[src/rtl/oled_textterm_pkg.sv]
// Shared types and control codes for the OLED text terminal.
// State encoding plus the character codes the terminal interprets.
package oled_textterm_pkg;

  typedef enum logic [1:0] {
    IDLE,
    CLEAR_ROW,
    CLEAR_ALL
  } state_t;

  localparam logic [7:0] CHR_BS    = 8'h08;
  localparam logic [7:0] CHR_LF    = 8'h0A;
  localparam logic [7:0] CHR_FF    = 8'h0C;
  localparam logic [7:0] CHR_CR    = 8'h0D;
  localparam logic [7:0] CHR_SPACE = 8'h20;
  localparam logic [7:0] CHR_LAST  = 8'h7E;

endpackage

[src/rtl/ram_2port.sv]
// Simple dual-port RAM: port 1 writes, port 2 is a registered read.
// The read register clears on reset so the output starts at zero.
module ram_2port #(
  parameter int ADDR_BITS = 7,
  parameter int WORD_BITS = 8
) (
  input  logic                 i_clk,
  input  logic                 i_rst,
  input  logic                 i_wr_en,
  input  logic [ADDR_BITS-1:0] i_wr_addr,
  input  logic [WORD_BITS-1:0] i_wr_data,
  input  logic [ADDR_BITS-1:0] i_rd_addr,
  output logic [WORD_BITS-1:0] o_rd_data
);

  logic [WORD_BITS-1:0] r_mem [2**ADDR_BITS];

  always_ff @(posedge i_clk) begin
    if (i_wr_en) r_mem[i_wr_addr] <= i_wr_data;
  end

  always_ff @(posedge i_clk) begin
    if (i_rst) o_rd_data <= '0;
    else       o_rd_data <= r_mem[i_rd_addr];
  end

endmodule

[src/rtl/oled_textterm.sv]
// Scrolling text terminal feeding the serial OLED font path.
// Optional blinking cursor: define OLED_TEXTTERM_CURSOR_EN.
module oled_textterm
  import oled_textterm_pkg::*;
#(
  parameter int SCREEN_WIDTH        = 128,
  parameter int SCREEN_HEIGHT       = 64,
  parameter int TILE_WIDTH          = 8,
  parameter int CURSOR_BLINK_CYCLES = 13_500_000,
  localparam int COLS      = SCREEN_WIDTH / TILE_WIDTH,
  localparam int ROWS      = SCREEN_HEIGHT / 8,
  localparam int HCTR_BITS = $clog2(SCREEN_WIDTH),
  localparam int PAGE_BITS = $clog2(ROWS),
  localparam int COL_BITS  = $clog2(COLS),
  localparam int TW_BITS   = $clog2(TILE_WIDTH)
) (
  input  logic                 in_clk,
  input  logic                 in_rst,
  input  logic                 in_char_valid,
  input  logic [7:0]           in_char,
  output logic                 out_char_ready,
  input  logic [HCTR_BITS-1:0] in_hpix,
  input  logic [PAGE_BITS-1:0] in_vpage,
  output logic [6:0]           out_font_char,
  output logic [TW_BITS-1:0]   out_font_col,
  input  logic [7:0]           in_font_line,
  output logic [7:0]           out_pixels,
  output logic [COL_BITS-1:0]  out_cursor_x,
  output logic [PAGE_BITS-1:0] out_cursor_y,
  output logic                 out_busy
);

  localparam int ADDR_BITS = PAGE_BITS + COL_BITS;
  localparam int CELLS     = ROWS * COLS;

  state_t               r_state;
  logic [ADDR_BITS-1:0] r_cnt;
  logic [COL_BITS-1:0]  r_x;
  logic [PAGE_BITS-1:0] r_y;
  logic [PAGE_BITS-1:0] r_off;
  logic [PAGE_BITS-1:0] r_clr_row;

  logic                 w_accept;
  logic                 w_print;
  logic                 w_last_col;
  logic                 w_lf;
  logic [PAGE_BITS-1:0] w_phys_y;
  logic                 w_we;
  logic [ADDR_BITS-1:0] w_waddr;
  logic [7:0]           w_wdata;
  logic [PAGE_BITS-1:0] w_rd_row;
  logic [COL_BITS-1:0]  w_rd_col;
  logic [ADDR_BITS-1:0] w_rd_addr;
  logic [7:0]           w_rd_data;
  logic                 w_unused;

  assign w_accept   = in_char_valid && (r_state == IDLE);
  assign w_print    = (in_char >= CHR_SPACE) && (in_char <= CHR_LAST);
  assign w_last_col = (r_x == '1);
  assign w_lf       = w_accept &&
                      ((in_char == CHR_LF) || (w_print && w_last_col));
  assign w_phys_y   = r_y + r_off;

  always_comb begin
    w_we    = 1'b0;
    w_waddr = {w_phys_y, r_x};
    w_wdata = CHR_SPACE;
    unique case (r_state)
      CLEAR_ALL: begin
        w_we    = 1'b1;
        w_waddr = r_cnt;
      end
      CLEAR_ROW: begin
        w_we    = 1'b1;
        w_waddr = {r_clr_row, r_cnt[COL_BITS-1:0]};
      end
      default: begin
        if (w_accept && w_print) begin
          w_we    = 1'b1;
          w_wdata = in_char;
        end else if (w_accept && in_char == CHR_BS && r_x != '0) begin
          w_we    = 1'b1;
          w_waddr = {w_phys_y, r_x - COL_BITS'(1)};
        end
      end
    endcase
  end

  always_ff @(posedge in_clk) begin
    if (in_rst) begin
      r_state   <= CLEAR_ALL;
      r_cnt     <= '0;
      r_x       <= '0;
      r_y       <= '0;
      r_off     <= '0;
      r_clr_row <= '0;
    end else begin
      unique case (r_state)
        CLEAR_ALL: begin
          r_cnt <= r_cnt + ADDR_BITS'(1);
          if (r_cnt == ADDR_BITS'(CELLS - 1)) begin
            r_state <= IDLE;
            r_cnt   <= '0;
            r_x     <= '0;
            r_y     <= '0;
            r_off   <= '0;
          end
        end
        CLEAR_ROW: begin
          r_cnt <= r_cnt + ADDR_BITS'(1);
          if (r_cnt[COL_BITS-1:0] == '1) begin
            r_state <= IDLE;
            r_cnt   <= '0;
          end
        end
        default: begin
          if (w_accept) begin
            if (w_print) r_x <= w_last_col ? '0 : r_x + COL_BITS'(1);
            if (in_char == CHR_CR) r_x <= '0;
            if (in_char == CHR_BS && r_x != '0) r_x <= r_x - COL_BITS'(1);
            if (in_char == CHR_FF) begin
              r_state <= CLEAR_ALL;
              r_cnt   <= '0;
            end
          end
          // Bottom-row line feed scrolls: the old top row becomes the new bottom.
          if (w_lf) begin
            if (r_y != '1) begin
              r_y <= r_y + PAGE_BITS'(1);
            end else begin
              r_off     <= r_off + PAGE_BITS'(1);
              r_clr_row <= r_off;
              r_state   <= CLEAR_ROW;
              r_cnt     <= '0;
            end
          end
        end
      endcase
    end
  end

  assign w_rd_row  = in_vpage + r_off;
  assign w_rd_col  = in_hpix[HCTR_BITS-1:TW_BITS];
  assign w_rd_addr = {w_rd_row, w_rd_col};

  ram_2port #(
    .ADDR_BITS (ADDR_BITS),
    .WORD_BITS (8)
  ) u_text_ram (
    .i_clk     (in_clk),
    .i_rst     (in_rst),
    .i_wr_en   (w_we),
    .i_wr_addr (w_waddr),
    .i_wr_data (w_wdata),
    .i_rd_addr (w_rd_addr),
    .o_rd_data (w_rd_data)
  );

  always_ff @(posedge in_clk) begin
    if (in_rst) out_font_col <= '0;
    else        out_font_col <= in_hpix[TW_BITS-1:0];
  end

  assign out_font_char  = w_rd_data[6:0];
  assign w_unused       = w_rd_data[7];
  assign out_busy       = (r_state != IDLE);
  assign out_char_ready = (r_state == IDLE);
  assign out_cursor_x   = r_x;
  assign out_cursor_y   = r_y;

`ifdef OLED_TEXTTERM_CURSOR_EN
  localparam int BLK_BITS =
    ($clog2(CURSOR_BLINK_CYCLES) < 1) ? 1 : $clog2(CURSOR_BLINK_CYCLES);

  logic [BLK_BITS-1:0] r_blk;
  logic                r_phase;
  logic                r_hl;

  always_ff @(posedge in_clk) begin
    if (in_rst) begin
      r_blk   <= '0;
      r_phase <= 1'b0;
      r_hl    <= 1'b0;
    end else begin
      if (r_blk == BLK_BITS'(CURSOR_BLINK_CYCLES - 1)) begin
        r_blk   <= '0;
        r_phase <= ~r_phase;
      end else begin
        r_blk <= r_blk + BLK_BITS'(1);
      end
      r_hl <= r_phase && (w_rd_col == r_x) && (in_vpage == r_y);
    end
  end

  assign out_pixels = r_hl ? ~in_font_line : in_font_line;
`else
  localparam int unused_blink = CURSOR_BLINK_CYCLES;

  assign out_pixels = in_font_line;
`endif

endmodule
[config.mk]
export PLATFORM = sky130hd
export DESIGN_NAME = oled_textterm
export DESIGN_NICKNAME = d
export VERILOG_FILES = /design/src/rtl/oled_textterm_pkg.sv /design/src/rtl/ram_2port.sv /design/src/rtl/oled_textterm.sv
export SDC_FILE = /design/constraint.sdc
export NUM_CORES = 1
export LEC_CHECK = 0
export BUFFER_PORTS_ARGS = -buffer_cell sky130_fd_sc_hd__buf_4
export CAP_MARGIN = 40
export CORE_UTILIZATION = 65
export CTS_CLUSTER_SIZE = 24
export DETAILED_ROUTE_END_ITERATION = 12
export MAX_ROUTING_LAYER = met4
export PLACE_DENSITY = 0.82
export SETUP_SLACK_MARGIN = 0.3
export SLEW_MARGIN = 15
export SYNTH_ARGS = -nofsm -noshare
export SYNTH_HDL_FRONTEND = slang
export SYNTH_SLANG_ARGS = --single-unit
[constraint.sdc]
create_clock -name in_clk -period 19 [get_ports in_clk]
set_input_delay 0.95 -clock in_clk [delete_from_list [all_inputs] [get_ports in_clk]]
set_output_delay 0.95 -clock in_clk [all_outputs]
set_load 0.03 [all_outputs]
# == Word level (Yosys, flattened, before mapping) ==
# Memories as Yosys holds them, arrays and structs flattened. A register that Yosys moved wholly into a read port is not among the register bits.
# Index checks and enable logic that the tools add are counted.
# totals
regBits,25
latch_bits,0
ram_bits,1024
rom_bits,0
word_cells,93
n_memories,1
# classes
addsub,7
mul,0
div,0
magnitude_cmp,2
n_eq_ne,13
shift,0
mux,38
bitwise,3
n_reduce_logical,22
# mem_list
memory,depth,width,rd,rd_ports_with_merged_regs,wr,line,source
u_text_ram.r_mem,128,8,1,1,1,ram_2port.sv:16,logic [WORD_BITS-1:0] r_mem [2**ADDR_BITS];
# op_table
cell,count
$mux W7,6
$eq A8 B4 Y1 const B,4
$mux W4,8
$pmux W7 S2,2
$mux W8,2
$mux W3,5
$mux W2,6
$pmux W3 S2,2
$reduce_and A4 Y1,3
$eq A4 B4 Y1 const B,2
$ge A8 B6 Y1 const B,1
$le A8 B7 Y1 const B,1
$logic_and A1 B1 Y1,8
$pmux W4 S2,1
$reduce_bool A2 Y1,4
$reduce_bool A4 Y1,2
$add A7 B1 Y7 const B,1
$eq A7 B7 Y1 const B,1
$add A3 B1 Y3 const B,2
$add A3 B3 Y3,2
$mux W1,5
$add A4 B1 Y4 const B,1
$ne A2 B2 Y1 const B,2
$pmux W2 S2,1
other kinds (11),13

# == Longest topological paths before layout ==
# depth
depth_word,9
depth_mapped,11
depth_no_buf,9

# == Cells and area by module ==
# From an unflattened synthesis, not the netlist that was laid out.
# hier_totals
hier_cells,2278
hier_area_um2,42543.3
# modules_own_cells
module,instances,cells_per_inst,area_each_um2
ram_2port,1,2037,40545.1
oled_textterm,1,241,1998.2

# == Least setup slack after synthesis ==
# No wires, ideal clock.
# synth_path
kind,register -> register
from,reg r_state[0]
to,"mem u_text_ram.r_mem[0][2], data pin"
t_arrival_ps,8009
t_required_ps,17483
path_slack_ps,9474
stages_incl_launch_ff,6
path_buffers,2
period_less_slack_ps,9526
cell_sequence,dfxtp_1 inv_1 ha_1 clkbuf_1 clkbuf_1 nor4_1
# synth_via
elab_chain_len,5
elab_cells_between_ends,8
# synth_rtl
item,line,source
start: declaration,oled_textterm.sv:36,state_t r_state;
start signal: assignment,oled_textterm.sv:91,r_state <= CLEAR_ALL;
start signal: assignment,oled_textterm.sv:102,r_state <= IDLE;
start signal: assignment,oled_textterm.sv:112,r_state <= IDLE;
$logic_not A2 Y1,oled_textterm.sv:57,assign w_accept = in_char_valid && (r_state == IDLE);
$logic_and A1 B1 Y1,oled_textterm.sv:57,
$logic_and A1 B1 Y1,oled_textterm.sv:78,if (w_accept && w_print) begin
$mux W8,oled_textterm.sv:78,
$mux W8 *,oled_textterm.sv:68,unique case (r_state)
net u_text_ram.i_wr_data[2],ram_2port.sv:11,"input logic [WORD_BITS-1:0] i_wr_data,"
end: declaration,ram_2port.sv:16,
# The timed path passes the listed nets; every way through them passes the cells marked *.

==> results.toml <==
[run_status]
status = "finished, final reports clean"

[floorplan]
chipWidth_um = 240
design.die.area_mm2 = 0.0577
floorplan.core_area_mm2 = 0.0556
start_util_pct = 66.3
chipHeight_um = 240
fp-row-count = 86
io-pin-count = 56

[synthesis]
synth_top_cells_by_area = "edfxtp_1, mux4_2, dfxtp_1"
netlist_top_cells_count = "edfxtp_1, mux4_2, nor2_1, a22oi_1, a21oi_1"
synthDominantAreaCellType = "edfxtp_1"
ys_warn_count = 0
post_synth_instance_area_mm2 = 0.0369
netlist_instances = 1893
postSynthAreaPerCell_um2 = 19.5
ys_seq_elements = 928
synth_cell_types = 67
ys_dominant_reg_cell = "edfxtp_1"
ffs_w_async_s_r_synth_pct = 0
synth-edff-count = 896
fraction_of_the_yosys_area_taken_by_sequential_cells_pct = 74.7
syn-num-nets = 1936
post-synth-top-area-fraction_pct = 72.9
synthMostInstantiatedCell = "edfxtp_1"

[setup_path]
worstSetupStartpoint = "in_hpix[4]"
cp.arrival_ps = 5010
cp_data_required_time_ps = 19480
worst_setup_ep_type = "flop"
rr_startpoint = "out_cursor_x[0]"
worst-setup-path-type = "in2reg"
crit_fanout = 93
sort_of_element_at_the_start_of_the_critical_path = "input pin"

[worst_hold_path]
timing.hold.worst.class = "reg2reg"
holdCritStartpoint = "out_cursor_y[1]"

[run]
maxCapViolations = 0

[sta]
fmaxAchievable_ghz = 0.221
timing.final.hold_violations = 0
final-max-slew-violation-count = 0
count_of_endpoints_failing_setup_in_the_final_report = 0
holdWs_ps = 499
layout_min_cycle_time_ps = 4520
period_utilization_post_route_pct = 23.8
total_negative_slack_for_setup_checks_ps = 0
slew_headroom_pct = 38.0
worst_clock_skew_ps = 37.3
rsz0062_at_grt = "false"
least_margin_pin_slew_ps = 930

[route]
route.detailed.drc = 0
dr_total_vias = 20200
vias_per_cell = 7.26
final_antenna_net_count = 0
routed_wl_mm = 90.5
route.detailed.wl_per_inst_um = 32.6
drt_first_pass_iters = 6
detail_route.iter0.violations = 3390

[place]
dpl.hpwl_mm = 51.3
dpl-instance-area_mm2 = 0.0381
port_buffers = 39
gpl.final_weighted_congestion = 0.897

[power_and_ir_drop]
power.ir.vdd_worst_v = 0.0000877
pwr_density_cell_mw_per_mm2 = 101
p_leak_nw = 13.1

[clock_network]
cts.root.buffer_cell = "clkbuf_16"
clock_network_latency_to_the_later_pin_of_the_worst_skew_pair_ps = 660
cts_htree_levels = 3
clkTransAtPathRegs_ps = 60
cts_repair_resize_count = 0
clock-sinks = 928
max-clock-path-buffers = 3
clock_tree_from_tritoncts = "yes"
cts_hold_buffers = 0
tritoncts.num_buffers = 89
cts_post_setup_buffers_inserted = 0

[final_layout]
num_antenna_cells = 0
fillerInstances = 2914
synthToLayoutAreaGrowth_pct = 11.0
final_area_mm2 = 0.0410
multiInputGateArea_mm2 = 0.00878
final_layout_size_suffix_gt1_share_pct = 23.0
register_area_mm2 = 0.0275
nets = 2002

[global_routing]
gr_overflow_total = 0
antenna_violations_before_repair = 0
grt_pass1_vias = 19900
grt_first_pass_wirelength_mm = 133
grt_util_all_layers_pct = 33.6
largest_net_degree_at_the_start_of_global_routing = 97
==> stage by stage <==
step | cells | util (%) | setup slack (ps) | power (mW)
detailed placement | 2614 | 68.5 | 13880 | 2.41
global placement | 2598 | 68.1 | 14070 | 2.41
CTS | 2773 | 73.6 | 14580 | 4.12
floorplan | 1893 | - | 9470 | 2.36
finish | 2775 | 73.6 | 14480 | 4.12
global route | 2775 | 73.6 | 14510 | 4.20
==> per-layer routing <==
metal,vias up,track usage [%],routed length [µm]
met3,325,7.03,11000
met1,10100,44.4,31500
li1,7933,-,-
met2,1754,51.7,43800
met5,-,-,0
met4,0,13.8,4180
==> layout make-up <==
class                           instances  share of cell area (%)
Clock buffer                          116                    5.86
Clock inverter                         43                    1.08
Inverter                               15                   0.137
Multi-Input combinational cell        835                    21.4
Sequential cell                       928                    67.3
Tap cell                              748                    2.29
Timing Repair Buffer                   90                    1.96
==> state kept, by name, summed over array words and instances, names as in the netlist <==
name	cells
r_clr_row	3
u_text_ram.o_rd_data	7
r_cnt	7
out_font_col	3
out_cursor_x	4
out_cursor_y	3
r_state	2
r_off	3
u_text_ram.r_mem	896
==> final timing paths <==
path                                   to  slack, ps  depth (start not counted)
setup / recovery  u_text_ram.o_rd_data[2]      14480                          8
hold / removal            out_cursor_y[1]        500                          2
setup reg to reg  u_text_ram.r_mem[40][2]      14800                          8
hold reg to reg           out_cursor_y[1]        500                          2
==> cell families after synthesis <==
logic type                 synth area share (%)
AOI/OAI and AO/OA                          4.35
buffers and inverters                      1.60
and+or+nand+nor                            4.26
muxes                                      14.4
DFF                                        74.7
xor gates and xnor gates                  0.159
adders and majority gates                 0.516
==> layout by cell type (no fill, tap or decap), types with 9 or more instances in the layout <==
cell type and n:
a211oi_1 9, a21oi_1 56, a22oi_1 81, a31oi_1 11
buf_4 80, clkbuf_1 20, clkbuf_16 89, clkinv_1 13
clkinv_2 13, dfxtp_1 32, edfxtp_1 896, ha_1 12
inv_1 15, mux2i_1 40, mux4_2 217, nand2_1 30
nand3_1 20, nand4_1 14, nor2_1 160, nor2b_1 12
nor3_1 9, nor4_1 12, o2111ai_1 9, o211ai_1 12
o21ai_0 19
==> report_power, final <==
group	internal, mW	total, mW	leakage [nW]	switching [mW]
logic	0.0564	0.151	3.01	0.0949
registers	2.22	2.22	8.70	0.00497
clock network	0.998	1.75	1.38	0.749
total	3.27	4.12	13.1	0.849
==> critical path, stage by stage <==
cell	delay, ps
buf_8	570
buf_4	740
buf_4	820
mux4_2	450
a22oi_1	330
a21oi_1	130
nor4_1	710
o22ai_1	200
Note: power is estimated with default switching activity, not from simulation.
